File: src/rtl/nibble_demux.sv
// Receive side of the shared nibble bus: rebuilds A/B pairs from a select-tagged
// stream, hands them downstream via valid/ready and counts out-of-order beats.
module nibble_demux #(
  parameter int WIDTH     = 4,
  parameter int ERR_CNT_W = 4
) (
  input  logic                 clk,
  input  logic                 rst_n,
  input  logic [WIDTH-1:0]     in_data,
  input  logic                 in_sel,
  input  logic                 in_valid,
  output logic                 in_ready,
  output logic [WIDTH-1:0]     a_out,
  output logic [WIDTH-1:0]     b_out,
  output logic                 pair_valid,
  input  logic                 pair_ready,
  output logic                 seq_err,
  output logic [ERR_CNT_W-1:0] err_cnt,
  input  logic                 err_clr
);

  typedef enum logic [1:0] {
    WAIT_A = 2'd0,
    WAIT_B = 2'd1,
    HOLD   = 2'd2
  } state_t;

  localparam logic [ERR_CNT_W-1:0] ERR_MAX = {ERR_CNT_W{1'b1}};

  state_t state_q, state_d;
  logic   xfer;
  logic   a_load;
  logic   b_load;
  logic   bad_beat;

  // Handshake outputs are decoded from the registered state only, so there is
  // no combinational path from pair_ready back to in_ready.
  assign in_ready   = (state_q != HOLD);
  assign pair_valid = (state_q == HOLD);
  assign xfer       = in_valid & in_ready;

  // NOTE: every signal assigned here gets a default first, so no path through
  // the case leaves it unassigned and no latch is inferred.
  always_comb begin
    state_d  = state_q;
    a_load   = 1'b0;
    b_load   = 1'b0;
    bad_beat = 1'b0;
    case (state_q)
      WAIT_A: begin
        if (xfer) begin
          if (!in_sel) begin
            a_load  = 1'b1;
            state_d = WAIT_B;
          end else begin
            bad_beat = 1'b1;
          end
        end
      end
      WAIT_B: begin
        if (xfer) begin
          if (in_sel) begin
            b_load  = 1'b1;
            state_d = HOLD;
          end else begin
            // A newer A replaces the pending one; still flagged as misordered.
            a_load   = 1'b1;
            bad_beat = 1'b1;
          end
        end
      end
      HOLD: begin
        if (pair_ready) state_d = WAIT_A;
      end
      default: state_d = WAIT_A;
    endcase
  end

  // NOTE: sequential state uses non-blocking assignments so every register
  // samples pre-edge values regardless of statement order.
  always_ff @(posedge clk or negedge rst_n) begin
    if (!rst_n) begin
      state_q <= WAIT_A;
      a_out   <= '0;
      b_out   <= '0;
      seq_err <= 1'b0;
      err_cnt <= '0;
    end else begin
      state_q <= state_d;
      seq_err <= bad_beat;
      if (a_load) a_out <= in_data;
      if (b_load) b_out <= in_data;
      // Clear has priority over a coincident increment; count sticks at max.
      if (err_clr)
        err_cnt <= '0;
      else if (bad_beat && (err_cnt != ERR_MAX))
        err_cnt <= err_cnt + 1'b1;
    end
  end

endmodule
File: config.mk
export PLATFORM = sky130hd
export DESIGN_NAME = nibble_demux
export DESIGN_NICKNAME = d
export VERILOG_FILES = /design/src/rtl/nibble_demux.sv
export SDC_FILE = /design/constraint.sdc
export NUM_CORES = 1
export LEC_CHECK = 0
export ABC_AREA = 1
export CORE_UTILIZATION = 30
export DETAILED_ROUTE_END_ITERATION = 16
export SYNTH_ARGS = -nofsm -noshare
export SYNTH_HDL_FRONTEND = slang
export SYNTH_SLANG_ARGS = --single-unit
File: constraint.sdc
create_clock -name clk -period 1.4 [get_ports clk]
set_input_delay 0.28 -clock clk [delete_from_list [all_inputs] [get_ports clk]]
set_output_delay 0.28 -clock clk [all_outputs]
set_load 0.01 [all_outputs]
# Yosys cells after proc, flatten, opt, wreduce, memory -nomap -nowiden
# Cells that the tools add are included.
# totals
ff_bits,15
latch_bits,0
ram_bits,0
romBits,0
in_bits,10
output_inout_bits,15
word_cells,36
n_memories,0
# classes
add_sub_neg,1
multipliers,0
div,0
order_cmp,0
n_eq_ne,9
shifts,0
mux,15
bitwise,1
n_reduce_logical,5
# op_table
op,count
$mux W2,5
$ne A2 B2 Y1 const B,5
$mux W4,2
$mux W1,6
$pmux W2 S3,1
$reduce_and A5 Y1,1
$add A4 B1 Y4 const B,1
$ne A4 B4 Y1 const B,1
$eq A2 B1 Y1 const B,1
$eq A2 B2 Y1 const B,1
$logic_not A2 Y1,1
$ne A2 B1 Y1 const B,1
$pmux W1 S2,1
$reduce_bool A2 Y1,1
$reduce_or A2 Y1,1
$and A1 B1 Y1,1
$logic_and A1 B1 Y1,1

# Depth between registers and ports, before layout
# depth
ltp_word,7
mapped_depth,6
depth_no_buf,6

# Least setup slack after synthesis
# OpenSTA, ideal clock, no wires.
# synth_timing
kind,reg-to-reg
from,register err_cnt[0]
to,register err_cnt[2]
setup_time_ns,0.117
t_arrival_ns,1.039
required_ns,1.283
path_slack_ns,0.243
stages_incl_launch_ff,6
n_path_buf,0
period_less_slack_ns,1.157
cell_sequence,dfrtp_1 > ha_1 > nand3_1 > nand4_1 > nand3_1 > nand2_1
# synth_via
elab_chain_len,3
word_cells_on_any_way,6
cone_classes,1 x add/sub; 1 x eq/ne; 2 x mux; 2 x reduce/logical
# synth_rtl
item,line,source
from (decl),18,"output logic [ERR_CNT_W-1:0] err_cnt,"
from (signal assigned),97,err_cnt <= err_cnt + 1'b1;
$add A4 B1 Y4 or $ne A4 B4 Y1 (tied branches),"97, 96",
$mux W4 or $logic_and A1 B1 Y1 (tied branches),96,else if (bad_beat && (err_cnt != ERR_MAX))
$mux W4 or $reduce_bool A2 Y1 (tied branches),n/a,
# Several ways; a longest one is shown, not always the timed one. The select of a mux whose other input is x is not followed.
# A chain may end at the register's enable or synchronous reset.

# Final worst setup path
# layout_timing
from,register state_q[0]
to,output port in_ready
# layout_via
elab_chain_len,1
# layout_rtl
item,line,source
from (decl),30,"state_t state_q, state_d;"
from (signal assigned),89,state_q <= state_d;
$ne A2 B2 Y1,38,assign in_ready = (state_q != HOLD);
to (decl),12,"output logic in_ready,"
# No other way between the ends.

==> flow_summary.ini <==
[global_route]
grt_first_pass_wirelength_microns = 2640
gr-total-overflow = 0
grt_pass1_vias = 597
antenna_found_initial = 0
grt_max_degree = 16
gr-usage-met1 = 0.170
grt_util_met3 = 0.0364
top_usage_layer = met2
met2_usage = 0.222
track_usage = 0.146

[critical_path]
start_kind = register
critical-path-max-stage-delay_ns = 0.42
worstSetupPathType = reg -> out
path_max_fanout = 3
worst_setup_path_end_kind = output port
crit_chain = nor2_2, inv_1, buf_2
required_ns = 1.12
crit_arrival_ns = 1.03
slowest_stage = dfrtp_1

[power_and_ir_drop]
internal_power_uw = 746
net-switching-power_uw = 328
combPwrFrac = 0.271
p_per_area_mw_per_mm2 = 1030
p_seq_frac = 0.495
switching_share = 0.305
leakagePower_uw = 0.000586
clkPwrFrac = 0.234
power_uw = 1070
vdd_drop_max_mv = 0.721

[logic_synthesis]
syn_nets = 89
yosysSeqAreaShare = 0.538
ys_warn_count = 0
syn_area_sq_um = 698
syn_area_per_cell_sq_um = 8.95
yosysUniqueCellTypes = 14
netlist_instances = 78
ys_ff_latch = 15

[cells_and_area]
fin_nets = 127
fill_cells = 225
final_util = 0.473
areaGrowthSynthToFinish_pct = 49.8
diodes = 0
drive_gt1_frac = 0.235

[floorplan]
start_util = 0.316
ioPinCount = 25
core_sq_mm = 0.00221
rows = 17
die_area_sq_mm = 0.00252
die_y_microns = 50.2
die_x_microns = 50.2

[drt]
vias = 635
drt-pass1-iter-count = 4
viasPerCell = 4.44
wl_per_cell_microns = 10.8
wl_microns = 1540
first_iter_violations = 11
drc = 0
drtAntennaViolNets = 0

[cts]
cts_buffers = 3
clk_latency_ns = 0.29
clockBufferDepth = 2
cts_tree = built
cts-root-buf = clkbuf_4
postCtsHoldBufs = 0
htree_levels = 1
cts_sinks = 15
clk_pin_slew_worst_paths_ns = 0.10

[hold_path]
hp-class = in -> async

[timing]
drv_slew = 0
period_needed_ns = 1.31
setup_viol = 0
fin_worst_skew_ns = 0.0103
layout_setup_ws_ns = 0.0895
hold_viol = 0
worst_pin_slew_ns = 0.219
fin_crit_sh = 0.936
fmax_mhz = 763
fin_tns_setup_ns = 0
maxSlewHeadroom = 0.854
rsz0062_at_grt = no

[job]
drv_cap = 0

[place]
post-dp-hpwl_microns = 1110
gp_congestion = 0.834
port_buffers = 24
place_ws_ns = -0.0157

[run_status]
status = completed
[critical path: cells and delay by family, from the launching register on]
family                 cells  cell delay [ns]
buffers and inverters      2             0.21
flip-flops                 1             0.42
AND/OR/NAND/NOR            1             0.11
[cell type report]
type	count	area, sq um	share of cell area
well taps	28	35.0	0.0335
multi-input cells	48	272	0.260
inverters	15	56.3	0.0538
clock buffers	3	22.5	0.0215
clock inverters	1	5.00	0.00478
repair buffers	33	280	0.268
flip-flops and latches	15	375	0.359
[power groups by stage]
stage	logic, uW	registers, uW	clock network (uW)
2_1_floorplan	95.9	575	0
3_3_place_gp	318	545	0
3_5_place_dp	323	543	0
4_1_cts	290	533	264
5_1_grt	325	541	284
6_report	290	532	252
[layout by cell type (no fill, tap or decap)]
| master | count |
|---|---|
| nor2_4 | 3 |
| o21ai_0 | 8 |
| buf_4 | 10 |
| clkinv_2 | 1 |
| nand2_2 | 2 |
| nand3_2 | 2 |
| o21ai_2 | 1 |
| clkdlybuf4s50_1 | 9 |
| clkbuf_2 | 1 |
| inv_1 | 14 |
| dfrtp_1 | 15 |
| clkbuf_4 | 3 |
| nand3_1 | 10 |
| dlygate4sd2_1 | 12 |
| xor2_1 | 1 |
| ha_2 | 1 |
| nand4_1 | 2 |
| buf_2 | 1 |
| nand2_1 | 17 |
| nor2_2 | 1 |
| inv_2 | 1 |
[registers in the layout (all words and copies together), names as in the netlist]
signal   cells
a_out        4
b_out        4
err_cnt      4
state_q      2
seq_err      1
[metrics by stage]
step	std cells	hold slack (ns)	instance area, sq um
3_3_place_gp	136	0.469	1020
3_5_place_dp	136	0.481	1020
2_1_floorplan	78	-0.0156	698
6_report	143	0.297	1050
5_1_grt	143	0.304	1050
4_1_cts	142	0.295	1040
[Yosys cell counts, drive strengths merged]
| master | number | area, sq um |
|---|---|---|
| nand2 | 19 | 76.3 |
| dfrtp | 15 | 375 |
| inv | 15 | 56.3 |
| nand3 | 12 | 70.1 |
| o21ai | 9 | 48.8 |
| nor2 | 4 | 37.5 |
| nand4 | 2 | 12.5 |
| ha | 1 | 12.5 |
| xor2 | 1 | 8.76 |
[metal layers]
metal / part of all wire / wire [microns] / vias up
met3: 0.050 / 77 / 5
met5: 0 / 0 / -
met1: 0.45 / 687 / 291
met2: 0.47 / 726 / 18
met4: 0.031 / 48 / 0
li1: - / - / 321
[final timing paths]
kind	startpoint	endpoint	slack, ns	cells after the start
hold reg to reg	b_out[0]	b_out[0]	0.50	2
setup / recovery	state_q[0]	in_ready	0.09	3
min in group clk	b_out[0]	b_out[0]	0.50	2
max in group asynchronous	rst_n	b_out[1]	0.92	2
hold / removal	rst_n	state_q[0]	0.30	2
setup reg to reg	err_cnt[0]	err_cnt[1]	0.10	6
[logic make-up after synthesis]
group,share of synthesized area
AND/OR/NAND/NOR,0.281
XOR/XNOR,0.0125
buffers and inverters,0.0806
flip-flops,0.538
AO/OA/AOI/OAI,0.0699
adder cells (fa/ha/maj),0.0179
[repair_timing]
action	4_1_cts	5_1_grt
endpoints found under the setup margin	15	3
cloned	0	0
gates resized for setup	20	3
setup buffers	2	1
pin swaps	1	1
Note: power is estimated with default switching activity, not from simulation.
